--- config.mk ---
export PLATFORM = sky130hd
export DESIGN_NAME = ssd_scan_driver
export DESIGN_NICKNAME = d
export VERILOG_FILES = /design/src/rtl/ssd_scan_driver_pkg.sv /design/src/rtl/ssd_scan_driver_bcd_to_seg.sv /design/src/rtl/ssd_scan_driver.sv
export SDC_FILE = /design/constraint.sdc
export NUM_CORES = 1
export LEC_CHECK = 0
export CAP_MARGIN = 0
export CORE_ASPECT_RATIO = 0.75
export CORE_MARGIN = 8
export CORE_UTILIZATION = 40
export CTS_CLUSTER_SIZE = 14
export DETAILED_ROUTE_END_ITERATION = 7
export SLEW_MARGIN = 10
export SYNTH_ARGS = -nofsm -noshare
export SYNTH_HDL_FRONTEND = slang
export SYNTH_SLANG_ARGS = --single-unit
export TNS_END_PERCENT = 20
--- constraint.sdc ---
create_clock -name clk -period 4.84 [get_ports clk]
set_clock_uncertainty 0.2 [all_clocks]
set_input_delay 1.452 -clock clk [delete_from_list [all_inputs] [get_ports clk]]
set_output_delay 1.452 -clock clk [all_outputs]
set_load 0.05 [all_outputs]
--- src/rtl/ssd_scan_driver_pkg.sv ---
// ssd_pkg: shared constants for the seven-segment scan driver.
//   SEG_*     : active-low cathode patterns {dp,g,f,e,d,c,b,a} with dp off.
//   ANODE_OFF : all digit enables released (active-low).
//   anode_for : active-low one-hot digit enable for a digit index.
package ssd_pkg;

  localparam logic [7:0] SEG_0     = 8'hC0;
  localparam logic [7:0] SEG_1     = 8'hF9;
  localparam logic [7:0] SEG_2     = 8'hA4;
  localparam logic [7:0] SEG_3     = 8'hB0;
  localparam logic [7:0] SEG_4     = 8'h99;
  localparam logic [7:0] SEG_5     = 8'h92;
  localparam logic [7:0] SEG_6     = 8'h82;
  localparam logic [7:0] SEG_7     = 8'hF8;
  localparam logic [7:0] SEG_8     = 8'h80;
  localparam logic [7:0] SEG_9     = 8'h90;
  localparam logic [7:0] SEG_DASH  = 8'hBF;
  localparam logic [7:0] SEG_BLANK = 8'hFF;

  localparam logic [3:0] ANODE_OFF = 4'hF;

  // Active-low enable for the selected digit; every other digit stays dark.
  function automatic logic [3:0] anode_for(input logic [1:0] idx);
    logic [3:0] an;
    case (idx)
      2'd0:    an = 4'b1110;
      2'd1:    an = 4'b1101;
      2'd2:    an = 4'b1011;
      2'd3:    an = 4'b0111;
      default: an = ANODE_OFF;
    endcase
    return an;
  endfunction

endpackage

--- src/rtl/ssd_scan_driver_bcd_to_seg.sv ---
// bcd_to_seg: combinational BCD nibble to active-low segments g..a.
//   nibble in  4 : BCD digit; codes A..F are shown as a dash.
//   seg    out 7 : {g,f,e,d,c,b,a}, active-low.
module bcd_to_seg
  import ssd_pkg::*;
(
  input  logic [3:0] nibble,
  output logic [6:0] seg
);

  // Segment lookup; anything that is not a decimal digit renders as a dash.
  always_comb begin
    seg = SEG_DASH[6:0];
    case (nibble)
      4'd0:    seg = SEG_0[6:0];
      4'd1:    seg = SEG_1[6:0];
      4'd2:    seg = SEG_2[6:0];
      4'd3:    seg = SEG_3[6:0];
      4'd4:    seg = SEG_4[6:0];
      4'd5:    seg = SEG_5[6:0];
      4'd6:    seg = SEG_6[6:0];
      4'd7:    seg = SEG_7[6:0];
      4'd8:    seg = SEG_8[6:0];
      4'd9:    seg = SEG_9[6:0];
      default: seg = SEG_DASH[6:0];
    endcase
  end

endmodule

--- src/rtl/ssd_scan_driver.sv ---
// ssd_scan_driver: time-multiplexed driver for a 4-digit common-anode
// seven-segment display with frame-synchronous value update.
//   clk        in  1  : system clock.
//   rst        in  1  : asynchronous active-low reset.
//   value      in  16 : four BCD nibbles, value[3:0] is digit 0 (rightmost).
//   dp         in  4  : decimal point request, dp[i] belongs to digit i.
//   load       in  1  : strobe capturing value/dp.
//   cathode    out 8  : {dp,g,f,e,d,c,b,a}, active-low, registered.
//   anode      out 4  : digit enables, active-low, registered.
//   frame_done out 1  : one-cycle pulse when digit 0 of a new frame appears.
// Parameters: TICK_DIV cycles per digit slot (>= 2); LZ_BLANK enables
// leading-zero blanking on digits 3..1.
module ssd_scan_driver
  import ssd_pkg::*;
#(
  parameter int TICK_DIV = 100000,
  parameter bit LZ_BLANK = 1'b1
) (
  input  logic        clk,
  input  logic        rst,
  input  logic [15:0] value,
  input  logic [3:0]  dp,
  input  logic        load,
  output logic [7:0]  cathode,
  output logic [3:0]  anode,
  output logic        frame_done
);

  localparam int PW = (TICK_DIV > 2) ? $clog2(TICK_DIV) : 1;
  localparam logic [PW-1:0] PRESC_MAX = PW'(TICK_DIV - 1);
  localparam logic [PW-1:0] PRESC_ONE = PW'(1);

  logic [PW-1:0] presc_r;
  logic [1:0]    idx_r;
  logic [15:0]   shadow_val_r;
  logic [3:0]    shadow_dp_r;
  logic [15:0]   pend_val_r;
  logic [3:0]    pend_dp_r;
  logic          pend_flag_r;
  logic          bnd_d_r;
  logic [7:0]    cathode_r;
  logic [3:0]    anode_r;
  logic          frame_done_r;

  logic          tick_s;
  logic          boundary_s;
  logic [3:0]    nibble_s;
  logic          dp_bit_s;
  logic          zero_above_s;
  logic [6:0]    seg_s;
  logic [6:0]    seg_mux_s;

  assign tick_s     = (presc_r == PRESC_MAX);
  assign boundary_s = tick_s && (idx_r == 2'd3);

  // Digit-slot prescaler: counts 0..TICK_DIV-1 and wraps.
  always_ff @(posedge clk or negedge rst) begin
    if (!rst) begin
      presc_r <= '0;
    end else if (tick_s) begin
      presc_r <= '0;
    end else begin
      presc_r <= presc_r + PRESC_ONE;
    end
  end

  // Digit index 0->1->2->3->0, one step per slot.
  always_ff @(posedge clk or negedge rst) begin
    if (!rst) begin
      idx_r <= 2'd0;
    end else if (tick_s) begin
      idx_r <= idx_r + 2'd1;
    end else begin
      idx_r <= idx_r;
    end
  end

  // Pending buffer: last load wins; drained (flag cleared) at every frame boundary.
  always_ff @(posedge clk or negedge rst) begin
    if (!rst) begin
      pend_val_r  <= 16'h0000;
      pend_dp_r   <= 4'h0;
      pend_flag_r <= 1'b0;
    end else if (boundary_s) begin
      pend_flag_r <= 1'b0;
    end else if (load) begin
      pend_val_r  <= value;
      pend_dp_r   <= dp;
      pend_flag_r <= 1'b1;
    end else begin
      pend_flag_r <= pend_flag_r;
    end
  end

  // Shadow register only changes at the frame boundary, so a scan never tears.
  // A load coinciding with the boundary bypasses the pending buffer.
  always_ff @(posedge clk or negedge rst) begin
    if (!rst) begin
      shadow_val_r <= 16'h0000;
      shadow_dp_r  <= 4'h0;
    end else if (boundary_s && load) begin
      shadow_val_r <= value;
      shadow_dp_r  <= dp;
    end else if (boundary_s && pend_flag_r) begin
      shadow_val_r <= pend_val_r;
      shadow_dp_r  <= pend_dp_r;
    end else begin
      shadow_val_r <= shadow_val_r;
      shadow_dp_r  <= shadow_dp_r;
    end
  end

  // Select the nibble/dp for the current digit and whether every nibble from
  // this digit upward is zero (digit 0 is never a leading zero).
  always_comb begin
    nibble_s     = shadow_val_r[3:0];
    dp_bit_s     = shadow_dp_r[0];
    zero_above_s = 1'b0;
    case (idx_r)
      2'd0: begin
        nibble_s     = shadow_val_r[3:0];
        dp_bit_s     = shadow_dp_r[0];
        zero_above_s = 1'b0;
      end
      2'd1: begin
        nibble_s     = shadow_val_r[7:4];
        dp_bit_s     = shadow_dp_r[1];
        zero_above_s = (shadow_val_r[15:4] == 12'h000);
      end
      2'd2: begin
        nibble_s     = shadow_val_r[11:8];
        dp_bit_s     = shadow_dp_r[2];
        zero_above_s = (shadow_val_r[15:8] == 8'h00);
      end
      2'd3: begin
        nibble_s     = shadow_val_r[15:12];
        dp_bit_s     = shadow_dp_r[3];
        zero_above_s = (shadow_val_r[15:12] == 4'h0);
      end
      default: begin
        nibble_s     = shadow_val_r[3:0];
        dp_bit_s     = shadow_dp_r[0];
        zero_above_s = 1'b0;
      end
    endcase
  end

  bcd_to_seg u_dec (
    .nibble (nibble_s),
    .seg    (seg_s)
  );

  // Leading-zero blanking darkens g..a only; the decimal point is kept.
  always_comb begin
    seg_mux_s = seg_s;
    if (LZ_BLANK && zero_above_s) begin
      seg_mux_s = SEG_BLANK[6:0];
    end else begin
      seg_mux_s = seg_s;
    end
  end

  // Output stage: one cycle behind the index/shadow; frame_done is delayed
  // twice so it coincides with the first cycle of digit 0 in the new frame.
  always_ff @(posedge clk or negedge rst) begin
    if (!rst) begin
      anode_r      <= ANODE_OFF;
      cathode_r    <= SEG_BLANK;
      bnd_d_r      <= 1'b0;
      frame_done_r <= 1'b0;
    end else begin
      anode_r      <= anode_for(idx_r);
      cathode_r    <= {~dp_bit_s, seg_mux_s};
      bnd_d_r      <= boundary_s;
      frame_done_r <= bnd_d_r;
    end
  end

  assign anode      = anode_r;
  assign cathode    = cathode_r;
  assign frame_done = frame_done_r;

endmodule

==> impl_metrics.tcl <==
set metrics [dict create \
    outcome "finished, final reports clean" \
    cts_setup_buffers 0 \
    cts_resized 0 \
    max-slew-margin-rel_pct 24.8 \
    hp-start "bnd_d_r" \
    core_region_area_um2 8860 \
    holdBufCountCts 0 \
    hold_depth 0 \
    fin_ws_ns 1.45 \
    cap_violations 0 \
    finalNetCount 381 \
    path_clk_slew_ns 0.06 \
    fill_cells 828 \
    num_io_pins 36 \
    setup_violations 0 \
    dp_hpwl_mm 5.56 \
    grt_pass1_wl_mm 13.5 \
    start_kind "primary input" \
    crit_fanout 20 \
    drt-pass1-iter-count 7 \
    worstSetupStartpoint "load" \
    tightest_slew_ns 1.13 \
    cts_tree "built" \
    die_w_um 125 \
    first_iter_violations 261 \
    grt_pass1_vias 2681 \
    ys_types 48 \
    vdd_ir_drop_max_mv 0.226 \
    ys_warn_count 0 \
    cpMaxStageDelayCell "clkdlybuf4s50_1" \
    ys_seq_elements 74 \
    start_util_pct 40.4 \
    p_seq_share_pct 48.0 \
    synth_area_per_cell_um2 11.1 \
    root_buffer "clkbuf_16" \
    ys_seq_area_share_pct 52.2 \
    synthTopCellsByArea "dfrtp_1, dfstp_2, mux2_2" \
    cpPeakStageDelay_ns 0.97 \
    design_area_um2 4260 \
    switching_share_pct 23.4 \
    drcViolationCount 0 \
    powerDensity_nw_per_um2 331 \
    dr_total_vias 2667 \
    fin_crit_sh_pct 70.0 \
    area_growth_pct 19.1 \
    place.gp.congestion 0.772 \
    syn_area_um2 3570 \
    diodes 0 \
    total_power_mw 1.41 \
    synth_top_cell_area_share_pct 43.4 \
    leakagePower_nw 1.69 \
    max_freq_mhz 295 \
    fin_tns_setup_ns 0 \
    netlist_instances 321 \
    ff2ff_setup_slack_ns 1.64 \
    period_needed_ns 3.39 \
    endpoint_kind "flop" \
    holdWs_ns 0.146 \
    port_buffers 35 \
    rows 30 \
    critical_path_required_ns 4.86 \
    pre_cts_ws_ns 1.10 \
    r2r-start "presc_r[0]" \
    cell_internal_pwr_mw 1.08 \
    hold_path_class "flop to flop" \
    rsz0062_at_grt "no" \
    clock_path_buffers 2 \
    grt_antenna_before_repair 0 \
    syn-num-nets 352 \
    grt_max_degree 42 \
    rr_worst_depth 5 \
    power.clock.fraction_pct 42.3 \
    antenna_left 0 \
    drt-total-wl_mm 8.09 \
    synth_common_cells "dfrtp_1, nor3_1, mux2_2, nand2_1, inv_1" \
    cts_sinks 74 \
    final_layout_size_suffix_gt1_share_pct 15.5 \
    p_sw_uw 329 \
    cp_cell_sequence "clkdlybuf4s50_1, o21ai_2, mux2_1" \
    synth.most_common_cell "dfrtp_1" \
    grt_usage_pct 13.6 \
    synthArstFlopShare_pct 100 \
    h-tree-depth 3 \
    grt_overflow_total 0 \
    vias_per_cell 5.71 \
    synth_ff_type "dfrtp_1" \
    cts-buffers-inserted 9 \
    fp.dieH_um 97.9 \
    synth_top_area_cell "dfrtp_1" \
    combPwrFrac_pct 9.7 \
    finalHoldViolCount 0 \
    critPathKind "primary input to flop" \
    report.final.slew_viol_count 0 \
    wl_per_cell_um 17.3 \
    cp.arrival_ns 3.40 \
    dieArea_um2 12200 \
    insertion_delay_ns 0.34 \
    dpl_cell_area_um2 4000 \
    synth-edff-count 0 \
]
-- layer usage --
layer | global-route usage [%] | share of wire (%)
met1 | 18.9 | 50
met2 | 19.3 | 43
met3 | 4.14 | 5.5
met4 | 5.50 | 1.7
met5 | 0 | 0
-- placed cells by master (no fill, tap or decap), types with 3 or more instances in the layout --
cell type,Yosys,final
a211oi_1,7,7
a21oi_1,10,10
a222oi_1,5,5
a22oi_1,9,9
buf_4,0,3
clkbuf_1,13,6
clkbuf_16,0,9
clkdlybuf4s50_1,0,34
dfrtp_1,62,62
dfstp_2,12,12
ha_1,8,8
inv_1,14,14
mux2_2,20,20
mux2i_1,4,4
nand2_1,17,17
nand3_1,10,10
nand4_1,5,5
nor2_1,11,11
nor3_1,21,21
nor4_1,3,3
o21ai_0,10,10
o2bb2ai_1,8,8
o41ai_1,11,11
or3_1,13,13
or4_1,3,3
xnor2_1,10,10
xor2_1,3,3
-- layout make-up --
class                      instances  area (µm²)  area share [%]
multi-input combinational        211        1560            36.6
clock buffer                      16         262            6.14
sequential                        74        1870            43.8
tap                              112         140            3.29
timing repair buffer              38         368            8.64
inverter                          16        62.6            1.47
-- cell families (layout without fill, tap and decap cells) --
family | Yosys count | in the layout | synth area share, %
buffers and inverters | 36 | 70 | 4.24
DFF | 74 | 74 | 52.2
AOI/OAI and AO/OA | 67 | 67 | 13.8
muxes | 25 | 25 | 7.74
adders and majority gates | 8 | 8 | 2.80
xor gates and xnor gates | 13 | 13 | 3.19
and+or+nand+nor | 98 | 98 | 16.1
-- sequential cells by signal, indices dropped and copies added, names as in the netlist --
register	cells
anode	4
bnd_d_r	1
cathode	8
frame_done	1
idx_r	2
pend_dp_r	4
pend_flag_r	1
pend_val_r	16
presc_r	17
shadow_dp_r	4
shadow_val_r	16
-- power groups by stage --
stage          Combinational (mW)  Clock (mW)  Sequential [mW]
2_1_floorplan              0.0548           0            0.705
4_1_cts                     0.139       0.613            0.675
3_5_place_dp                0.139           0            0.686
5_1_grt                     0.149       0.644            0.679
3_3_place_gp                0.135           0            0.685
6_report                    0.137       0.596            0.676
-- stage by stage --
step,util (%),std cells
after floorplan,-,321
after detailed placement,45.1,451
after global routing,48.1,467
after global placement,45.1,451
final,48.1,467
after CTS,48.1,467
-- final timing paths --
path,to
max,pend_val_r[1]
min,frame_done
max reg2reg,pend_val_r[9]
min reg2reg,frame_done
max in group asynchronous,cathode[2]
min in group asynchronous,idx_r[1]
-- worst max-delay path, delay by kind of cell --
kind / cells / cell delay, ns
compound gates: 1 / 0.53
buf+inv: 1 / 0.97
mux: 1 / 0.45
(Power assumes the default switching activity.)
